`config.mk`:
```
export PLATFORM = sky130hd
export DESIGN_NAME = fp_normalize_round
export DESIGN_NICKNAME = d
export VERILOG_FILES = /design/src/rtl/fp_normalize_round_pkg.sv /design/src/rtl/fp_round_rne.sv /design/src/rtl/full_adder.sv /design/src/rtl/fp_normalize_round.sv
export SDC_FILE = /design/constraint.sdc
export NUM_CORES = 1
export LEC_CHECK = 0
export CORE_ASPECT_RATIO = 0.75
export CORE_UTILIZATION = 28
export CTS_CLUSTER_SIZE = 24
export DETAILED_ROUTE_END_ITERATION = 12
export DONT_BUFFER_PORTS = 1
export GPL_TIMING_DRIVEN = 0
export PLACE_DENSITY = 0.45
export SLEW_MARGIN = 20
export SYNTH_ARGS = -nofsm -noshare
export SYNTH_HDL_FRONTEND = slang
export SYNTH_SLANG_ARGS = --single-unit
```
`constraint.sdc`:
```
create_clock -name clk -period 6.9 [get_ports clk]
set_input_delay 1.725 -clock clk [delete_from_list [all_inputs] [get_ports clk]]
set_output_delay 1.725 -clock clk [all_outputs]
set_load 0.01 [all_outputs]
```
`src/rtl/fp_normalize_round_pkg.sv`:
```
// rtl/fp_normalize_round_pkg.sv - shared definitions for the FP adder post-add stage
//
// Purpose: default field widths, IEEE-754 single constants and the
//          normalise/round FSM state encoding. The alignment and compare
//          stages import the same package.
// Ports:   none (package)

package fp_normalize_round_pkg;

  localparam int DEF_EXP_W = 8;    // exponent field width
  localparam int DEF_MAN_W = 23;   // stored fraction width, hidden bit at DEF_MAN_W
  localparam int BIAS      = 127;  // exponent bias of a single
  localparam int EXP_INF   = 255;  // biased exponent of infinity

  typedef enum logic [1:0] {
    ST_IDLE  = 2'd0,
    ST_NORM  = 2'd1,
    ST_ROUND = 2'd2,
    ST_DONE  = 2'd3
  } state_t;

endpackage

```
`src/rtl/fp_round_rne.sv`:
```
// rtl/fp_round_rne.sv - round-to-nearest-even incrementer for a normalised mantissa
//
// Purpose: decides the RNE increment from G/R/S and the LSB, then adds it
//          through a ripple of full_adder cells. Purely combinational.
// Ports:
//   mant     in  MAN_W+1  mantissa including the hidden bit (no carry bit)
//   g, r, s  in  1        guard, round, sticky
//   rounded  out MAN_W+1  mantissa after the increment
//   carry    out 1        increment rippled out of the hidden bit position

module fp_round_rne #(
  parameter int MAN_W = 23
) (
  input  logic [MAN_W:0] mant,
  input  logic           g,
  input  logic           r,
  input  logic           s,
  output logic [MAN_W:0] rounded,
  output logic           carry
);

  logic             inc;
  logic [MAN_W+1:0] c;

  // Above half rounds up; an exact tie rounds up only when the LSB is odd.
  assign inc  = g & (r | s | mant[0]);
  assign c[0] = inc;

  // The increment enters as the carry-in of bit 0; the b operand is unused.
  for (genvar i = 0; i <= MAN_W; i++) begin : g_inc
    full_adder u_fa (
      .a    (mant[i]),
      .b    (1'b0),
      .cin  (c[i]),
      .s    (rounded[i]),
      .cout (c[i+1])
    );
  end

  assign carry = c[MAN_W+1];

endmodule

```
`src/rtl/full_adder.sv`:
```
// rtl/full_adder.sv - one-bit full adder cell used to build ripple chains
//
// Purpose: single-bit sum and carry; chained for the adder and the
//          rounding incrementer.
// Ports:
//   a, b  in  operand bits
//   cin   in  carry in
//   s     out sum bit
//   cout  out carry out

module full_adder (
  input  logic a,
  input  logic b,
  input  logic cin,
  output logic s,
  output logic cout
);

  assign s    = a ^ b ^ cin;
  assign cout = (a & b) | (cin & (a ^ b));

endmodule

```
`src/rtl/fp_normalize_round.sv`:
```
// rtl/fp_normalize_round.sv - iterative normalise, RNE round and IEEE-754 pack
//
// Purpose: post-add stage of the single-precision adder. Takes the raw
//          {Cout, Sum} mantissa, G/R/S and working exponent/sign, normalises
//          one shift per cycle, rounds to nearest even and packs the result.
// Ports:
//   clk       in  1              rising-edge clock
//   rst       in  1              synchronous active-high reset
//   start     in  1              accept operands (ignored while busy)
//   sign_in   in  1              result sign
//   exp_in    in  EXP_W          biased exponent, 1..254
//   mant_in   in  MAN_W+2        {carry-out, hidden, fraction}
//   grs_in    in  3              {guard, round, sticky}
//   busy      out 1              operation in flight
//   done      out 1              one-cycle completion pulse
//   result    out EXP_W+MAN_W+1  {sign, exp, frac}, held until next start
//   overflow  out 1              result saturated to infinity

module fp_normalize_round
  import fp_normalize_round_pkg::*;
#(
  parameter int EXP_W = DEF_EXP_W,
  parameter int MAN_W = DEF_MAN_W
) (
  input  logic                   clk,
  input  logic                   rst,
  input  logic                   start,
  input  logic                   sign_in,
  input  logic [EXP_W-1:0]       exp_in,
  input  logic [MAN_W+1:0]       mant_in,
  input  logic [2:0]             grs_in,
  output logic                   busy,
  output logic                   done,
  output logic [EXP_W+MAN_W:0]   result,
  output logic                   overflow
);

  state_t state, state_nx;

  // Working registers; the exponent carries one spare bit so a round-up
  // past 254 is seen as >= 255 instead of wrapping.
  logic [MAN_W+1:0] mant_q;
  logic             g_q, r_q, s_q;
  logic [EXP_W:0]   exp_q;
  logic             sign_q;

  logic is_zero;
  logic need_rsh;
  logic need_lsh;

  logic [MAN_W:0]     rounded;
  logic               carry;
  logic [EXP_W:0]     exp_rnd;
  logic               hidden;
  logic [MAN_W-1:0]   frac;
  logic               ovf_nx;
  logic [EXP_W+MAN_W:0] result_nx;

  assign is_zero  = (mant_q == '0) && !g_q && !r_q && !s_q;
  assign need_rsh = mant_q[MAN_W+1];
  // Left shifts stop at exponent 1: below that the value is a denormal.
  assign need_lsh = !mant_q[MAN_W] && (exp_q > (EXP_W+1)'(1));

  // In ROUND the carry bit is always clear, so only MAN_W+1 bits are rounded.
  fp_round_rne #(
    .MAN_W (MAN_W)
  ) u_round (
    .mant    (mant_q[MAN_W:0]),
    .g       (g_q),
    .r       (r_q),
    .s       (s_q),
    .rounded (rounded),
    .carry   (carry)
  );

  // Round-up overflow into bit MAN_W+1 is renormalised here: the mantissa is
  // then exactly 1.000..., so dropping rounded[0] loses nothing.
  always_comb begin
    exp_rnd   = exp_q + {{EXP_W{1'b0}}, carry};
    hidden    = carry | rounded[MAN_W];
    frac      = carry ? rounded[MAN_W:1] : rounded[MAN_W-1:0];
    ovf_nx    = exp_rnd >= {1'b0, {EXP_W{1'b1}}};
    result_nx = '0;
    if (ovf_nx) begin
      result_nx = {sign_q, {EXP_W{1'b1}}, {MAN_W{1'b0}}};
    end else begin
      // Without the hidden bit the value sits at the exponent-1 floor and is
      // encoded as a denormal; a denormal rounding into the hidden bit keeps
      // exp_rnd==1, which is the correct encoding.
      result_nx = {sign_q, (hidden ? exp_rnd[EXP_W-1:0] : {EXP_W{1'b0}}), frac};
    end
  end

  // Next-state logic. A zero sum also passes through ROUND so every result,
  // zero included, completes k+3 cycles after the start edge.
  always_comb begin
    state_nx = state;
    case (state)
      ST_IDLE: begin
        if (start) begin
          state_nx = ST_NORM;
        end
      end
      ST_NORM: begin
        if (is_zero) begin
          state_nx = ST_ROUND;
        end else if (need_rsh || need_lsh) begin
          state_nx = ST_NORM;
        end else begin
          state_nx = ST_ROUND;
        end
      end
      ST_ROUND: state_nx = ST_DONE;
      ST_DONE:  state_nx = ST_IDLE;
      default:  state_nx = ST_IDLE;
    endcase
  end

  always_ff @(posedge clk) begin
    if (rst) begin
      state <= ST_IDLE;
    end else begin
      state <= state_nx;
    end
  end

  // Datapath: operand latch, one shift per NORM cycle, result register.
  always_ff @(posedge clk) begin
    if (rst) begin
      mant_q   <= '0;
      g_q      <= 1'b0;
      r_q      <= 1'b0;
      s_q      <= 1'b0;
      exp_q    <= '0;
      sign_q   <= 1'b0;
      result   <= '0;
      overflow <= 1'b0;
      done     <= 1'b0;
    end else begin
      done <= (state == ST_DONE);
      case (state)
        ST_IDLE: begin
          if (start) begin
            mant_q <= mant_in;
            g_q    <= grs_in[2];
            r_q    <= grs_in[1];
            s_q    <= grs_in[0];
            exp_q  <= {1'b0, exp_in};
            sign_q <= sign_in;
          end
        end
        ST_NORM: begin
          if (!is_zero) begin
            if (need_rsh) begin
              mant_q <= {1'b0, mant_q[MAN_W+1:1]};
              g_q    <= mant_q[0];
              r_q    <= g_q;
              s_q    <= r_q | s_q;
              exp_q  <= exp_q + (EXP_W+1)'(1);
            end else if (need_lsh) begin
              // Sticky stays put: it only records that something below R was non-zero.
              mant_q <= {mant_q[MAN_W:0], g_q};
              g_q    <= r_q;
              r_q    <= 1'b0;
              exp_q  <= exp_q - (EXP_W+1)'(1);
            end
          end
        end
        ST_ROUND: begin
          result   <= result_nx;
          overflow <= ovf_nx;
        end
        default: ;
      endcase
    end
  end

  assign busy = (state != ST_IDLE);

endmodule

```
---- Word-level counts from Yosys, hierarchy flattened ----
Index checks and enable logic that the tools add are counted.
storage, ports and cells
  bits in registers ....................... 74
operators by class
  $add $sub $neg .......................... 3
  magnitude comparators ................... 2
  equal/unequal tests ..................... 7
  mux-type cells .......................... 31
  bitwise gates (word level) .............. 52
  reduce and logical (&&, ||, !) cells .... 17
operators by type and width
  operator                                                                          count
  25-bit 2-to-1 mux                                                                 4
  25-bit one-hot mux with 2 select lines                                            1
  9-bit 2-to-1 mux                                                                  4
  31-bit 2-to-1 mux                                                                 1
  1-bit bitwise AND                                                                 25
  25-bit logical NOT                                                                1
  1-bit bitwise XOR                                                                 24
  23-bit 2-to-1 mux                                                                 1
  9-bit one-hot mux with 2 select lines                                             1
  1-bit 2-to-1 mux                                                                  11
  9-bit by 1-bit adder with 9-bit output                                            1
  9-bit by 1-bit adder with 9-bit output (second input constant)                    1
  9-bit by 8-bit >= comparator with 1-bit output (second input constant)            1
  9-bit by 1-bit greater-than comparator with 1-bit output (second input constant)  1
  9-bit by 1-bit subtractor with 9-bit output (second input constant)               1
  8-bit 2-to-1 mux                                                                  1
  2-bit one-hot mux with 4 select lines                                             1
  4-bit AND reduction                                                               2
  2-bit 2-to-1 mux                                                                  3
  2-bit != test (second input constant)                                             3
  1-bit one-hot mux with 2 select lines                                             3
  2-bit == test (second input constant)                                             2
  1-bit logical AND                                                                 4
  1-bit logical NOT                                                                 4
  other kinds (8)                                                                   11

---- Longest topological paths before layout ----
  depth after elaboration ................. 30
  mapped depth ............................ 32
  gate-level depth less buffers ........... 31

---- Hierarchy ----
Synthesis repeated with hierarchy kept, for this count alone.
unflattened totals
  cell total of the unflattened synthesis .. 489
  area total of the unflattened synthesis .. 4591.9 µm²
by module, submodules not included
  module              instances  cells each  area an instance (µm²)  seq. area each (µm²)
  fp_normalize_round  1          463         4098.9                  1481.4
  full_adder          24         1           20.0                    0.0
  fp_round_rne        1          2           12.5                    0.0

---- Least setup slack after synthesis ----
Ideal clock, no wire load.
  path type ............................... register to register
  start ................................... register mant_q[0]
  end ..................................... register result[9]
  arrival time ............................ 6.257 ns
  path slack .............................. 0.526 ns
  cell stages (with the launch flop) ...... 31
  buffers on the path ..................... 1
  clock period less this slack ............ 6.374 ns
  cell sequence ........................... dfxtp_1 -> and2_1 -> ha_1 -> ha_1 -> ha_1 -> ha_1 -> ha_1 -> ha_1 -> ha_1 -> ha_1 -> ha_1 -> ha_1 -> ha_1 -> ha_1 -> ha_1 -> ha_1 -> ha_1 -> ha_1 -> ha_1 -> ha_1 -> ha_1 -> ha_1 -> ha_1 -> ha_1 -> ha_1 -> ha_1 -> ha_1 -> o311ai_0 -> a31oi_1 -> buf_2 -> a32o_1
on the way
  cells in the longest elaborated chain, start to end .. 29
  elaborated cells between the ends (all ways) .. 32
  classes of those cells .................. 1 x add/sub; 1 x order compare; 2 x mux; 28 x bitwise
RTL lines
  item                                            RTL line                   source
  start: declaration                              fp_normalize_round.sv:42   logic [MAN_W+1:0] mant_q;
  start signal: assignment                        fp_normalize_round.sv:144  mant_q <= mant_in;
  start signal: assignment                        fp_normalize_round.sv:155  mant_q <= {1'b0, mant_q[MAN_W+1:1]};
  start signal: assignment                        fp_normalize_round.sv:162  mant_q <= {mant_q[MAN_W:0], g_q};
  1-bit bitwise OR                                fp_round_rne.sv:26         assign inc = g & (r | s | mant[0]);
  1-bit bitwise AND                               fp_round_rne.sv:26
  1-bit bitwise AND (*) (9 in a row)              full_adder.sv:20           assign cout = (a & b) | (cin & (a ^ b));
  1-bit bitwise AND (15 in a row)                 full_adder.sv:20
  9-bit by 1-bit adder with 9-bit output          fp_normalize_round.sv:79   exp_rnd = exp_q + {{EXP_W{1'b0}}, carry};
  9-bit by 8-bit >= comparator with 1-bit output  fp_normalize_round.sv:82   ovf_nx = exp_rnd >= {1'b0, {EXP_W{1'b1}}};
  31-bit 2-to-1 mux (*)                           fp_normalize_round.sv:84   if (ovf_nx) begin
  end signal: assignment                          fp_normalize_round.sv:170  result <= result_nx;
  end: declaration                                fp_normalize_round.sv:34   output logic [EXP_W+MAN_W:0] result,
Every way passes the cells marked *; elsewhere a longest branch is shown, timed or not.
A chain may end at the register's enable or synchronous reset.

---- Final worst setup path ----
  start ................................... register mant_q[0]
  end ..................................... register result[3]
on the way
  cells in the longest elaborated chain, start to end .. 29
  elaborated cells between the ends (all ways) .. 32
  classes of those cells .................. 1 x add/sub; 1 x order compare; 2 x mux; 28 x bitwise
RTL lines
  item                                            RTL line
  1-bit bitwise OR                                fp_round_rne.sv:26
  1-bit bitwise AND                               fp_round_rne.sv:26
  1-bit bitwise AND (*) (3 in a row)              full_adder.sv:20
  1-bit bitwise AND (21 in a row)                 full_adder.sv:20
  9-bit by 1-bit adder with 9-bit output          fp_normalize_round.sv:79
  9-bit by 8-bit >= comparator with 1-bit output  fp_normalize_round.sv:82
  31-bit 2-to-1 mux (*)                           fp_normalize_round.sv:84
Marked as above.

==> reports/summary.md <==
The proportion of synthesized chip area in sequential cells was 32.9%; the mean instance size in the synthesized netlist was 9.58 um2. The share of cells above drive strength 1 is 24.0%. Data arrives at the worst endpoint at 6.90 ns. The number of synthesized register bits was 74. Among all stages on the critical path, the largest delay is contributed by sky130_fd_sc_hd__dfxtp_4. Maximum fanout encountered on the critical timing path: 7. The worst path in the final design needs a cycle of 6.66 ns, including I/O delays and setup. Die height: 112 um. The first detailed-routing pass took 5 iterations. In this design, the critical path's most frequently occurring cell is sky130_fd_sc_hd__ha_1. The flow ran to the end, and the final reports show no timing, DRC or antenna violations. The worst setup path is launched from a flip-flop. Dividing total power by cell area gives a power density of 435 nW/um2.

The largest vdd supply drop is 179 uV, and the routed wire length on met2 is 6.02 mm. The longest clock path from root to sink contains 2 buffers. The later pin in the worst-skew pair is clocked with a latency of 0.34 ns. The analysis attributes to cell leakage a power of 1.87 nW. The tree is rooted in a sky130_fd_sc_hd__clkbuf_16. Synthesis instantiated 53 different standard cells from the library.

The critical path is of the flip-flop to flip-flop type. Data on the critical path is required at its endpoint by 7.13 ns. The max-capacitance violation count was 0; the H-tree level count was 3. Worst hold margin: 0.492 ns.

The setup check on the worst reg-to-reg path leaves a slack of 0.24 ns. The worst hold path belongs to the class flip-flop to flip-flop. Summed over all layers, the routed wires come to 14.1 mm. The final net count is 554, and the number of cell rows is 39. In the layout the commonest cells are sky130_fd_sc_hd__dfxtp_1, sky130_fd_sc_hd__mux2_2, sky130_fd_sc_hd__a21oi_1, sky130_fd_sc_hd__clkbuf_1, sky130_fd_sc_hd__a22oi_1.

The tools report the effective utilization at floorplan as 29.1%. Final hold violation count: 0. The clock buffer count from CTS is 9, and the count of yosys warnings during synthesis is 0. The logs give 0 for the number of failing setup endpoints in the final timing report and 5150 um2 for the summed area of non-filler cells in the final layout. The sum of buffers and inverters on the critical path is 1, and the residual overflow from global routing is 0. Slew of the pin with the lowest slew margin: 0.814 ns. Routed signal wires occupy layers up through met4.

The amount of wire on met3 after detailed routing came out at 1.16 mm. On the worst path, the slowest cell contributes a delay of 0.36 ns. The first routing iteration left 334 violations. The worst path uses 96.6% of the clock period. In this run the remaining antenna-violating nets after routing total 0.

For the via count, the log shows 3891. The initial antenna violation count is 1. After clock tree synthesis, the clock-pin slew on the worst setup and hold paths is 0.06 ns. Leaving out fill and tap cells, the most frequent cell in the layout is sky130_fd_sc_hd__dfxtp_1.

When the netlist entered floorplanning its net count stood at 539. TritonCTS built the clock tree. For this design the top-level I/O count stands at 75. Global routing used 17.1% of the available tracks across all layers. The routed length on met1 is 6.72 mm, and the clock net sink count is 74. Number of global-route vias before repair: 3872.

Summed over all nets, the half-perimeter wirelength after detailed placement is 10.5 mm. Counting every instance in the synthesized netlist gives 470. The wire length per cell works out to 20.4 um. Area overhead of the layout relative to synthesis: 14.3%. The routability-driven placement congestion ratio was 0.834; the number of flops mapped to enable cells by yosys was 0. The count of buffers from port buffering was 0. The most used flip-flop cell after synthesis is sky130_fd_sc_hd__dfxtp_1. In this run the horizontal extent of the chip is 148 um. The core region is 15500 um2. Global-route wire length before repair: 21.8 mm.

For the area of the die, the log shows 16600 um2. On the critical path the largest part of the delay comes from adder cells. After detailed placement, the total cell area comes to 4760 um2. The pin count of the biggest net entering global routing was 12.

Timing would allow up to 0.150 GHz. Type of element capturing the critical path: a flip-flop. The post-synthesis async set-or-reset flop share is 0%. The relative slew slack was 45.8%. The via density per instance was 5.61; the number of design rule violations left after detail routing was 0. For the post-synth design cell area, the log shows 4500 um2. The maximum clock skew at final layout was 0.00581 ns; the count of final max-slew check failures was 0.

The final-layout setup total negative slack was 0 ns; the total power was 2.24 mW.
==> repair_timing <==
action | 4_1_cts | 5_1_grt
hold buffers | 0 | 0
setup endpoints to repair | 32 | 32
gates resized for setup | 11 | 16
setup buffers | 0 | 1
gates cloned | 0 | 3
pin swaps | 2 | 3
==> power by group <==
part           internal (mW)  switching [mW]  total [mW]
combinational          0.462           0.617        1.08
clock                  0.248           0.185       0.433
sequential             0.552           0.172       0.724
total                   1.26           0.975        2.24
==> stage by stage <==
step | std cells | setup WS, ns | utilization, %
after floorplan | 470 | 0.526 | -
after global routing | 694 | -0.00319 | 33.3
after detailed placement | 675 | -0.272 | 30.8
final | 694 | 0.236 | 33.3
after global placement | 675 | -0.256 | 30.8
after CTS | 689 | 0.00670 | 32.7
==> per-layer routing <==
| layer | vias to the layer above | track usage (%) |
|---|---|---|
| met5 | - | 0 |
| met4 | 0 | 5.64 |
| met3 | 19 | 5.66 |
| met2 | 133 | 24.9 |
| met1 | 1874 | 23.6 |
| li1 | 1865 | - |
==> worst min-delay path, cell delays in order (launching register included) <==
cell,delay [ns]
sky130_fd_sc_hd__dfxtp_1,0.32
sky130_fd_sc_hd__o21ai_0,0.07
sky130_fd_sc_hd__a21oi_1,0.06
==> cell usage after synthesis, types with 2 or more instances <==
master | count | share of area [%]
sky130_fd_sc_hd__o211ai_1 | 2 | 0.33
sky130_fd_sc_hd__nand4_1 | 4 | 0.56
sky130_fd_sc_hd__and3_1 | 3 | 0.42
sky130_fd_sc_hd__xor2_1 | 2 | 0.39
sky130_fd_sc_hd__o22ai_1 | 2 | 0.28
sky130_fd_sc_hd__or3_1 | 5 | 0.69
sky130_fd_sc_hd__buf_6 | 4 | 1.0
sky130_fd_sc_hd__clkbuf_1 | 28 | 2.3
sky130_fd_sc_hd__o31ai_1 | 6 | 1.0
sky130_fd_sc_hd__a22oi_1 | 27 | 4.5
sky130_fd_sc_hd__ha_1 | 29 | 8.1
sky130_fd_sc_hd__nor2b_1 | 3 | 0.42
sky130_fd_sc_hd__o32ai_1 | 2 | 0.39
sky130_fd_sc_hd__nor3_1 | 2 | 0.22
sky130_fd_sc_hd__mux2i_1 | 4 | 0.89
sky130_fd_sc_hd__mux2_2 | 46 | 12
sky130_fd_sc_hd__and2_1 | 2 | 0.28
sky130_fd_sc_hd__inv_1 | 8 | 0.67
sky130_fd_sc_hd__buf_2 | 9 | 1.0
sky130_fd_sc_hd__nand3_1 | 7 | 0.78
sky130_fd_sc_hd__xnor2_1 | 4 | 0.78
sky130_fd_sc_hd__nand2b_1 | 7 | 0.97
sky130_fd_sc_hd__o311ai_0 | 6 | 1.2
sky130_fd_sc_hd__nor4_1 | 8 | 1.1
sky130_fd_sc_hd__a211oi_1 | 6 | 1.0
sky130_fd_sc_hd__a211oi_2 | 20 | 5.6
sky130_fd_sc_hd__a32o_1 | 23 | 5.1
sky130_fd_sc_hd__a21oi_1 | 44 | 4.9
sky130_fd_sc_hd__dfxtp_1 | 74 | 33
sky130_fd_sc_hd__o21ai_0 | 19 | 2.1
sky130_fd_sc_hd__or2_2 | 3 | 0.42
sky130_fd_sc_hd__nand2_1 | 13 | 1.1
sky130_fd_sc_hd__a311oi_1 | 2 | 0.39
sky130_fd_sc_hd__and4_1 | 3 | 0.58
sky130_fd_sc_hd__a2111oi_0 | 2 | 0.39
sky130_fd_sc_hd__nor2_1 | 22 | 1.8
sky130_fd_sc_hd__buf_1 | 3 | 0.25
==> flip-flops by register name, indices dropped and copies added, names as in the netlist, named ones only <==
name / flops
result: 32
mant_q: 25
exp_q: 9
done: 1
g_q: 1
overflow: 1
r_q: 1
s_q: 1
sign_q: 1
state: 1
==> final cells by class <==
type	instances	area, um2
clock buffers	11	243
clock inverters	3	17.5
multi-input cells	344	2840
inverters	8	30.0
fillers	1591	10300
plain buffers	44	225
repair buffers	4	41.3
flip-flops and latches	74	1490
diodes	1	2.50
well taps	205	256
==> logic make-up (layout without fill, tap and decap cells) <==
| logic type | count (synthesis) | count (layout) | synth area share [%] |
|---|---|---|---|
| fa+ha+maj | 29 | 29 | 8.06 |
| buf+inv | 52 | 70 | 5.25 |
| simple gates | 89 | 89 | 11.0 |
| flops | 74 | 74 | 32.9 |
| other cells | 0 | 1 | 0 |
| xor+xnor | 6 | 6 | 1.17 |
| compound gates | 170 | 170 | 29.2 |
| mux | 50 | 50 | 12.4 |
==> final timing paths <==
path              from         to  cells after the start
min                s_q        s_q                      2
max          mant_q[0]  result[3]                     31
min reg2reg        s_q        s_q                      2
max reg2reg  mant_q[0]  result[3]                     31
(Power assumes the default switching activity.)
